<file path="config.mk">
export PLATFORM = sky130hd
export DESIGN_NAME = sram_march_bist_flat
export DESIGN_NICKNAME = d
export VERILOG_FILES = /design/src/rtl/sram_march_bist_if.sv /design/src/rtl/sram_march_bist.sv /design/src/flat_wrapper.sv
export SDC_FILE = /design/constraint.sdc
export NUM_CORES = 1
export LEC_CHECK = 0
export CAP_MARGIN = 20
export CELL_PAD_IN_SITES_DETAIL_PLACEMENT = 1
export CELL_PAD_IN_SITES_GLOBAL_PLACEMENT = 1
export CORE_UTILIZATION = 28
export DETAILED_ROUTE_END_ITERATION = 12
export PLACE_DENSITY_LB_ADDON = 0.1
export SLEW_MARGIN = 20
export SYNTH_ARGS = -nofsm -noshare
export SYNTH_HDL_FRONTEND = slang
export SYNTH_SLANG_ARGS = --single-unit
export TNS_END_PERCENT = 5
</file>
<file path="constraint.sdc">
create_clock -name clk0 -period 3.5 [get_ports clk0]
set_clock_uncertainty 0.2 [all_clocks]
set_input_delay 0.525 -clock clk0 [delete_from_list [all_inputs] [get_ports clk0]]
set_output_delay 0.525 -clock clk0 [all_outputs]
set_load 0.02 [all_outputs]
</file>
<file path="src/rtl/sram_march_bist_if.sv">
// SRAM single-port bus between the BIST initiator and the macro.
// master drives control/data, slave returns dout0.
interface sram_march_bist_if #(
  parameter int DATA_WIDTH = 2,
  parameter int ADDR_WIDTH = 4
);
  logic                  csb0;
  logic                  web0;
  logic [ADDR_WIDTH-1:0] addr0;
  logic [DATA_WIDTH-1:0] din0;
  logic [DATA_WIDTH-1:0] dout0;

  modport master (
    output csb0,
    output web0,
    output addr0,
    output din0,
    input  dout0
  );

  modport slave (
    input  csb0,
    input  web0,
    input  addr0,
    input  din0,
    output dout0
  );
endinterface

</file>
<file path="src/rtl/sram_march_bist.sv">
// March C- BIST initiator for a single-port SRAM macro.
// One op per cycle, reads checked two edges after issue.
module sram_march_bist #(
  parameter int DATA_WIDTH = 2,
  parameter int ADDR_WIDTH = 4,
  parameter int RAM_DEPTH  = 1 << ADDR_WIDTH
) (
  input  logic                  clk0,
  input  logic                  rst0,
  input  logic                  start,
  output logic                  busy,
  output logic                  done,
  output logic                  pass,
  output logic [7:0]            fail_count,
  output logic [ADDR_WIDTH-1:0] fail_addr,
  output logic [DATA_WIDTH-1:0] fail_data,
  output logic [2:0]            fail_elem,
  sram_march_bist_if.master     sram
);

  localparam logic [3:0] S_IDLE  = 4'd0;
  localparam logic [3:0] S_M0    = 4'd1;
  localparam logic [3:0] S_M1    = 4'd2;
  localparam logic [3:0] S_M2    = 4'd3;
  localparam logic [3:0] S_M3    = 4'd4;
  localparam logic [3:0] S_M4    = 4'd5;
  localparam logic [3:0] S_M5    = 4'd6;
  localparam logic [3:0] S_DRAIN = 4'd7;
  localparam logic [3:0] S_DONE  = 4'd8;

  localparam logic [ADDR_WIDTH-1:0] A_LAST = ADDR_WIDTH'(RAM_DEPTH - 1);
  localparam logic [ADDR_WIDTH-1:0] A_ZERO = '0;
  localparam logic [ADDR_WIDTH-1:0] A_ONE  = ADDR_WIDTH'(1);
  localparam logic [DATA_WIDTH-1:0] BG_Z   = '0;
  localparam logic [DATA_WIDTH-1:0] BG_O   = '1;

  logic [3:0]            state, n_state;
  logic [ADDR_WIDTH-1:0] addr_q, n_addr;
  logic                  ph_q, n_ph;
  logic                  drain_q, n_drain;

  logic                  accept;
  logic                  is_rw, rw_up, at_end;
  logic [3:0]            rw_next;
  logic [ADDR_WIDTH-1:0] rw_first;

  logic                  n_act, n_rw, n_rd, n_wr;
  logic [DATA_WIDTH-1:0] n_wdata, n_exp;
  logic [2:0]            n_elem;

  logic                  p1_v, p2_v;
  logic [DATA_WIDTH-1:0] p1_exp, p2_exp;
  logic [ADDR_WIDTH-1:0] p1_addr, p2_addr;
  logic [2:0]            p1_elem, p2_elem;
  logic                  miscmp;

  assign accept   = start && (state == S_IDLE || state == S_DONE);
  assign is_rw    = (state >= S_M1) && (state <= S_M4);
  assign rw_up    = (state == S_M1) || (state == S_M2);
  assign at_end   = rw_up ? (addr_q == A_LAST) : (addr_q == A_ZERO);
  assign rw_next  = state + 4'd1;
  assign rw_first = (rw_next == S_M3 || rw_next == S_M4) ? A_LAST : A_ZERO;

  // Sequencer: (state, addr, phase) names the op driven after this edge.
  always_comb begin
    n_state = state;
    n_addr  = addr_q;
    n_ph    = ph_q;
    n_drain = drain_q;
    unique case (1'b1)
      accept: begin
        n_state = S_M0;
        n_addr  = A_ZERO;
        n_ph    = 1'b0;
        n_drain = 1'b0;
      end
      (state == S_M0): begin
        if (addr_q == A_LAST) begin
          n_state = S_M1;
          n_addr  = A_ZERO;
        end else begin
          n_addr = addr_q + A_ONE;
        end
      end
      is_rw: begin
        if (!ph_q) begin
          n_ph = 1'b1;
        end else begin
          n_ph = 1'b0;
          if (at_end) begin
            n_state = rw_next;
            n_addr  = rw_first;
          end else if (rw_up) begin
            n_addr = addr_q + A_ONE;
          end else begin
            n_addr = addr_q - A_ONE;
          end
        end
      end
      (state == S_M5): begin
        if (addr_q == A_LAST) begin
          n_state = S_DRAIN;
          n_addr  = A_ZERO;
          n_drain = 1'b0;
        end else begin
          n_addr = addr_q + A_ONE;
        end
      end
      (state == S_DRAIN): begin
        if (drain_q) begin
          n_state = S_DONE;
          n_drain = 1'b0;
        end else begin
          n_drain = 1'b1;
        end
      end
      default: ;
    endcase
  end

  always_comb begin
    n_act   = (n_state >= S_M0) && (n_state <= S_M5);
    n_rw    = (n_state >= S_M1) && (n_state <= S_M4);
    n_rd    = (n_rw && !n_ph) || (n_state == S_M5);
    n_wr    = (n_state == S_M0) || (n_rw && n_ph);
    n_wdata = (n_state == S_M1 || n_state == S_M3) ? BG_O : BG_Z;
    n_exp   = (n_state == S_M2 || n_state == S_M4) ? BG_O : BG_Z;
    n_elem  = 3'(n_state - S_M0);
  end

  assign miscmp = p2_v && (sram.dout0 != p2_exp);

  always_ff @(posedge clk0) begin
    if (rst0) begin
      state      <= S_IDLE;
      addr_q     <= A_ZERO;
      ph_q       <= 1'b0;
      drain_q    <= 1'b0;
      sram.csb0  <= 1'b1;
      sram.web0  <= 1'b1;
      sram.addr0 <= A_ZERO;
      sram.din0  <= BG_Z;
      busy       <= 1'b0;
      done       <= 1'b0;
      pass       <= 1'b0;
      fail_count <= 8'd0;
      fail_addr  <= A_ZERO;
      fail_data  <= BG_Z;
      fail_elem  <= 3'd0;
      p1_v       <= 1'b0;
      p2_v       <= 1'b0;
      p1_exp     <= BG_Z;
      p2_exp     <= BG_Z;
      p1_addr    <= A_ZERO;
      p2_addr    <= A_ZERO;
      p1_elem    <= 3'd0;
      p2_elem    <= 3'd0;
    end else begin
      state      <= n_state;
      addr_q     <= n_addr;
      ph_q       <= n_ph;
      drain_q    <= n_drain;
      sram.csb0  <= !n_act;
      sram.web0  <= !n_wr;
      sram.addr0 <= n_act ? n_addr : A_ZERO;
      sram.din0  <= n_wr ? n_wdata : BG_Z;
      busy       <= n_act || (n_state == S_DRAIN);
      done       <= (n_state == S_DONE);
      p1_v       <= n_rd;
      p1_exp     <= n_exp;
      p1_addr    <= n_addr;
      p1_elem    <= n_elem;
      p2_v       <= p1_v && !accept;
      p2_exp     <= p1_exp;
      p2_addr    <= p1_addr;
      p2_elem    <= p1_elem;
      if (accept) begin
        pass       <= 1'b0;
        fail_count <= 8'd0;
        fail_addr  <= A_ZERO;
        fail_data  <= BG_Z;
        fail_elem  <= 3'd0;
      end else begin
        if (miscmp) begin
          if (fail_count != 8'hFF) begin
            fail_count <= fail_count + 8'd1;
          end
          if (fail_count == 8'd0) begin
            fail_addr <= p2_addr;
            fail_data <= sram.dout0;
            fail_elem <= p2_elem;
          end
        end
        if (state == S_DRAIN && n_state == S_DONE) begin
          pass <= (fail_count == 8'd0) && !miscmp;
        end
      end
    end
  end

endmodule

</file>
<file path="src/flat_wrapper.sv">
// flat-port wrapper written by rule: the top's interface ports become plain ports
module sram_march_bist_flat 
#(
  parameter int DATA_WIDTH = 2,
  parameter int ADDR_WIDTH = 4,
  parameter int RAM_DEPTH  = 1 << ADDR_WIDTH
)
  (clk0, rst0, start, busy, done, pass, fail_count, fail_addr, fail_data, fail_elem, sram_csb0, sram_web0, sram_addr0, sram_din0, sram_dout0);
  sram_march_bist_if #(.DATA_WIDTH(DATA_WIDTH), .ADDR_WIDTH(ADDR_WIDTH)) sram_i ();
  input  logic clk0;
  input  logic rst0;
  input  logic start;
  output logic busy;
  output logic done;
  output logic pass;
  output logic [7:0] fail_count;
  output logic [ADDR_WIDTH-1:0] fail_addr;
  output logic [DATA_WIDTH-1:0] fail_data;
  output logic [2:0] fail_elem;
  output wire logic [$bits(sram_i.csb0)-1:0] sram_csb0;
  output wire logic [$bits(sram_i.web0)-1:0] sram_web0;
  output wire logic [$bits(sram_i.addr0)-1:0] sram_addr0;
  output wire logic [$bits(sram_i.din0)-1:0] sram_din0;
  input wire logic [$bits(sram_i.dout0)-1:0] sram_dout0;
  assign sram_csb0 = sram_i.csb0;
  assign sram_web0 = sram_i.web0;
  assign sram_addr0 = sram_i.addr0;
  assign sram_din0 = sram_i.din0;
  assign sram_i.dout0 = sram_dout0;
  sram_march_bist #(.DATA_WIDTH(DATA_WIDTH), .ADDR_WIDTH(ADDR_WIDTH), .RAM_DEPTH(RAM_DEPTH)) u_core (.clk0(clk0), .rst0(rst0), .start(start), .busy(busy), .done(done), .pass(pass), .fail_count(fail_count), .fail_addr(fail_addr), .fail_data(fail_data), .fail_elem(fail_elem), .sram(sram_i));
endmodule
</file>
# --- Word-level counts from Yosys, hierarchy flattened ---
# Cells that the tools add are included.
word_totals:
  elab_cells: 109
  out_inout_bits: 28
  register_bits: 54
classes:
  addsub: 5
  eq_ne: 20
  n_mux: 20
  reduce_logical: 34
  n_lt_le_gt_ge: 6
  n_bitwise: 2
op_table:
  columns: ["cell", "n"]
  rows:
  - ["2-to-1 mux 4 bit", 10]
  - ["== test 4 x 3 -> 1 bit, second input constant", 8]
  - ["one-hot mux 4 bit (5 select lines)", 1]
  - ["== test 4 x 2 -> 1 bit, second input constant", 4]
  - ["== test 4 bit, second input constant", 3]
  - ["<= comparator 4 x 3 -> 1 bit, second input constant", 3]
  - ["one-hot mux 4 bit (3 select lines)", 1]
  - ["logical AND 1 bit", 10]
  - ["adder 4 x 1 -> 4 bit, second input constant", 2]
  - ["adder 8 x 1 -> 8 bit, second input constant", 1]
  - ["== test 4 x 1 -> 1 bit, second input constant", 2]
  - ["greater-or-equal comparator 4 x 2 -> 1 bit, second input constant", 2]
  - ["zero test 4 bit", 2]
  - ["zero test 8 bit", 1]
  - ["logical OR 1 bit", 8]
  - ["inequality test 8 bit, second input constant", 1]
  - ["OR reduction 2 bit", 4]
  - ["AND reduction 2 bit", 3]
  - ["zero test 1 bit", 5]
  - ["greater-or-equal comparator 4 x 1 -> 1 bit, second input constant", 1]
  - ["2-to-1 mux 1 bit", 4]
  - ["2-to-1 mux 2 bit", 2]
  - ["subtractor 4 x 1 -> 4 bit, second input constant", 1]
  - ["one-hot mux 1 bit (3 select lines)", 1]
  - ["other kinds (6)", 7]

# --- Depth between registers and ports, before layout ---
logic_depth:
  depth_word: 12
  mapped_depth: 12
  mapped_depth_nobuf: 12

# --- Least setup slack after synthesis ---
# OpenSTA, ideal clock, no wires.
synth_path:
  path_type: "register to register"
  from: "reg u_core.state[1]"
  to: "reg u_core.pass"
  required_time_ps: 3229
  setup_time_ps: 71
  synth_period_minus_slack_ps: 3080
  path_slack_ps: 420
  stages_incl_launch_ff: 11
  t_arrival_ps: 2810
  path_cell_list: "dfxtp_1 ha_1 nor2_1 o31a_1 o211a_1 a2bb2oi_1 a31oi_1 ha_1 nand3_2 or4_1 a21oi_1"
synth_via:
  elab_chain_len: 8
synth_rtl:
  columns: ["item", "line", "source"]
  rows:
  - ["start, declared", "sram_march_bist.sv:37", "logic [3:0] state, n_state;"]
  - ["start signal, assigned", "sram_march_bist.sv:159", "state <= n_state;"]
  - ["parallel branches: the longest is 8 deep, another holds adder 4 x 1 -> 4 bit", null, null]
  - ["end signal, assigned", "sram_march_bist.sv:195", "pass <= (fail_count == 8'd0) && !miscmp;"]
  - ["end, declared", "sram_march_bist.sv:13", "output logic pass,"]
# Several ways; the timed one is not identified.
# A chain may end at the register's enable or synchronous reset.

# --- Worst setup path after layout ---
layout_path:
  from: "reg u_core.state[1]"
  to: "reg u_core.pass"
layout_via:
  elab_chain_len: 8
layout_rtl:
  columns: ["item", "line", "source"]
  rows:
  - ["parallel branches: the longest is 5 deep, another holds adder 4 x 1 -> 4 bit", null, null]
  - ["one-hot mux 4 bit (5 select lines) *", "sram_march_bist.sv:70", "unique case (1'b1)"]
  - ["net u_core.n_state[1]", "sram_march_bist.sv:37", null]
  - ["== test 4 bit *", "sram_march_bist.sv:194", "if (state == S_DRAIN && n_state == S_DONE) begin"]
  - ["logical AND 1 bit *", "sram_march_bist.sv:194", null]
# Mark *: on every way through the listed nets, which the timed path passes.

==> flow_summary.json <==
{
  "status": "finished, final reports clean",
  "globalRouteTotalUtil_pct": 15.18,
  "ys.flop_type": "dfxtp_1",
  "critical_r2r_capture": "u_core.pass$_SDFFE_PP0P_",
  "worstHoldPathType": "reg -> reg",
  "synthCells": 292,
  "synth_edf_count": 0,
  "setup.worst_path.start_class": "register",
  "ys_warn_count": 0,
  "pin_count_of_the_biggest_net_entering_global_routing": 20,
  "final_cell_area_um2": 3227,
  "first_pass_iters": 8,
  "netlist.area_leader.share_pct": 39.29,
  "hpwl_um": 5279,
  "global_placer_s_final_weighted_congestion": 0.8608,
  "critical_path.reg2reg.startpoint": "u_core.state[1]$_SDFF_PP0_",
  "finalWirelength_um": 6941,
  "startpoint": "u_core.state[1]$_SDFF_PP0_",
  "tritoncts_clock_tree": "done",
  "critical-path-slowest-cell": "or4_1",
  "placed_cell_area_um2": 3110,
  "cts.htree.levels": 2,
  "clock.fmax_mhz": 304.6,
  "area_growth_pct": 24.17,
  "global_route_wire_length_before_repair_um": 11770,
  "netlist_area_um2": 2599,
  "cts_hold_buffers": 0,
  "latest_clock_arrival_within_the_worst_skew_pair_ns": 0.31,
  "drc": 0,
  "synth-seq-area-share_pct": 39.29,
  "timing.critical_path.fanout_max": 9,
  "clk_transition_reported_paths_ns": 0.10,
  "worstSetupEndpoint": "u_core.pass$_SDFFE_PP0P_",
  "ff2ff_setup_slack_ns": 0.22,
  "clk_path_buf_depth": 2,
  "yosysTopAreaCell": "dfxtp_1",
  "cts_made_buffers": 5,
  "criticalPathCategory": "reg -> reg",
  "synth.net_count": 311,
  "crit_arrival_ns": 3.32,
  "antenna-diode-count": 0,
  "final.min_clock_period_ns": 3.283,
  "routed_wire_length_per_instance_um": 15.67,
  "p_per_area_nw_per_um2": 353.8,
  "worstRegToRegCells": 11,
  "vdd.ir_drop.worst_uv": 160.1,
  "critical-path-max-stage-delay_ns": 0.52,
  "design.die.area_um2": 9671,
  "worst_slew_margin_rel_pct": 55.23,
  "post-route-period-util_pct": 93.80,
  "leakage_power_of_the_design_uw": 0.001157,
  "die_w_um": 98.34,
  "cts_root_buffer": "clkbuf_8",
  "start_util_pct": 29.37,
  "synth.area.top_cells": "dfxtp_1, ha_1, nor2_1, mux2i_1, nor2b_1",
  "routed_via_density": 5.090,
  "worstPathRequired_ns": 3.54,
  "die_h_um": 98.34,
  "maxCapViolCount": 0,
  "clock_sinks": 51,
  "drt.antenna.violating_nets": 0,
  "floorplan.rows": 34,
  "finalSetupViolCount": 0,
  "synth-async-reset-ratio_pct": 0,
  "rsz_0062_raised_after_global_routing": "no",
  "post-cts-setup-buffer-count": 0,
  "port_buffers": 32,
  "antenna_found_initial": 0,
  "worstPathCellList": "inv_1 -> ha_2 -> mux2i_1 -> o211a_1 -> a311oi_1 -> o211ai_2 -> inv_1 -> ha_2 -> nand3_2 -> or4_1 -> a21oi_1",
  "layout-drive-gt1-share_pct": 10.45,
  "synth_cell_types": 55,
  "initial_detailed_routing_violation_count": 60,
  "final-max-slew-violation-count": 0,
  "design.portCount": 33,
  "vias_in_the_first_global_route": 2272,
  "route.vias.total": 2255,
  "finish.net_count": 353,
  "core-area_um2": 8848,
  "worst-slew-pin-transition_ns": 0.6665,
  "critical_path.endpoint_type": "register",
  "synth_area_per_cell_um2": 8.900,
  "final.fill_count": 1052,
  "synth_seq_cells": 51,
  "final.setup.tns_ns": 0,
  "hold_viol_final": 0,
  "globalRouteOverflowTotal": 0
}
[worst min-delay path by stage]
stage / from / to / slack, ns / cells after the start
3_3_place_gp: u_core.p1_v$_SDFF_PP0_ / u_core.p2_v$_SDFF_PP0_ / 0.21 / 2
2_1_floorplan: u_core.p1_v$_SDFF_PP0_ / u_core.p2_v$_SDFF_PP0_ / 0.19 / 2
6_report: u_core.p1_v$_SDFF_PP0_ / u_core.p2_v$_SDFF_PP0_ / 0.23 / 2
3_5_place_dp: u_core.p1_v$_SDFF_PP0_ / u_core.p2_v$_SDFF_PP0_ / 0.21 / 2
4_1_cts: u_core.p1_v$_SDFF_PP0_ / u_core.p2_v$_SDFF_PP0_ / 0.24 / 2
5_1_grt: u_core.p1_v$_SDFF_PP0_ / u_core.p2_v$_SDFF_PP0_ / 0.27 / 2
[Yosys cell counts, drive strengths merged (2+ instances only)]
| library cell | count |
|---|---|
| a211o | 2 |
| a211oi | 3 |
| a21o | 2 |
| a21oi | 14 |
| a31oi | 6 |
| a32o | 2 |
| a32oi | 2 |
| and3 | 2 |
| buf | 7 |
| clkbuf | 5 |
| dfxtp | 51 |
| ha | 14 |
| inv | 11 |
| mux2i | 13 |
| nand2 | 19 |
| nand2b | 3 |
| nand3 | 11 |
| nand3b | 3 |
| nand4 | 3 |
| nor2 | 44 |
| nor2b | 13 |
| nor3 | 9 |
| nor3b | 3 |
| o2111ai | 2 |
| o211a | 3 |
| o211ai | 5 |
| o21a | 2 |
| o21ai | 9 |
| o21bai | 2 |
| o31a | 2 |
| o31ai | 2 |
| or3 | 4 |
| or4 | 2 |
| xnor2 | 3 |
| xor2 | 4 |
[per-stage QoR]
stage | cells | power, uW | worst slack [ns] | utilization [%] | hold WS (ns)
global route | 443 | 1212 | 0.02195 | 36.47 | 0.2664
floorplan | 292 | 721.9 | 0.4199 | - | 0.1936
detailed placement | 435 | 790.0 | 0.1639 | 35.15 | 0.2103
finish | 443 | 1142 | 0.2171 | 36.47 | 0.2325
CTS | 443 | 1160 | 0.1222 | 36.26 | 0.2390
global placement | 435 | 790.6 | 0.2032 | 35.15 | 0.2051
[state kept, by name, indices dropped and copies added, names as in the netlist, 2 cells and up]
signal	count
u_core.fail_count	8
u_core.addr_q	4
u_core.fail_addr	4
u_core.p2_addr	4
u_core.sram.addr0	4
u_core.state	4
u_core.fail_elem	3
u_core.p1_elem	3
u_core.p2_elem	3
u_core.fail_data	2
[what timing repair did]
action / 4_1_cts / 5_1_grt
endpoints found under the hold margin: 0 / 0
endpoints found under the setup margin: 0 / 8
resized for setup: 0 / 4
[power by group]
part | switching [uW] | internal (uW) | leakage, uW | total (uW)
combinational | 99.6 | 71.5 | 0.000693 | 171
clock | 215 | 149 | 0.0000502 | 363
sequential | 9.00 | 598 | 0.000414 | 607
total | 323 | 818 | 0.00116 | 1140
[layout by cell type, fill, tap and decap left out, types with 3 or more instances in the layout]
master / instances
a21oi_1: 14
nor2_1: 44
o211a_1: 3
nand4_1: 3
nand3_1: 9
dfxtp_1: 51
or3_1: 4
clkbuf_8: 5
nor2b_1: 12
inv_1: 11
buf_4: 15
a31oi_1: 5
mux2i_1: 13
o21ai_0: 8
nand2_1: 19
xnor2_1: 3
nor3_1: 9
nand2b_1: 3
nand3b_1: 3
nor3b_1: 3
o211ai_1: 4
clkdlybuf4s50_1: 32
ha_1: 12
xor2_1: 4
[critical path, delay by kind of cell, from the launching register on]
| family | cells | cell delay [ns] |
|---|---|---|
| buf+inv | 2 | 0.34 |
| fa+ha+maj | 2 | 0.51 |
| mux | 1 | 0.13 |
| flops | 1 | 0.40 |
| compound gates | 4 | 0.99 |
| simple gates | 2 | 0.62 |
[metal layers]
layer,vias up,GRT usage (%),wire (um)
li1,1122,-,-
met2,39,23.94,3084
met4,0,4.248,53
met1,1087,21.34,3603
met3,7,2.505,199
met5,-,0,0
[layout make-up]
class | count | area (um2) | share of cell area, %
Inverter | 11 | 41.29 | 1.280
Clock inverter | 3 | 28.78 | 0.8918
Timing Repair Buffer | 47 | 432.9 | 13.42
Multi-Input combinational cell | 218 | 1499 | 46.45
Tap cell | 108 | 135.1 | 4.188
Clock buffer | 5 | 68.82 | 2.133
Sequential cell | 51 | 1021 | 31.64
[cells by family (layout without fill, tap and decap cells)]
kind of cell	count (synthesis)	in the layout	synth area share [%]
flip-flops	51	51	39.29
buffers and inverters	23	66	3.756
AO/OA/AOI/OAI	64	64	18.78
adder cells (fa/ha/maj)	14	14	6.741
AND/OR/NAND/NOR	120	120	24.07
XOR/XNOR	7	7	2.359
multiplexers	13	13	5.007
Note: power is estimated with default switching activity, not from simulation.
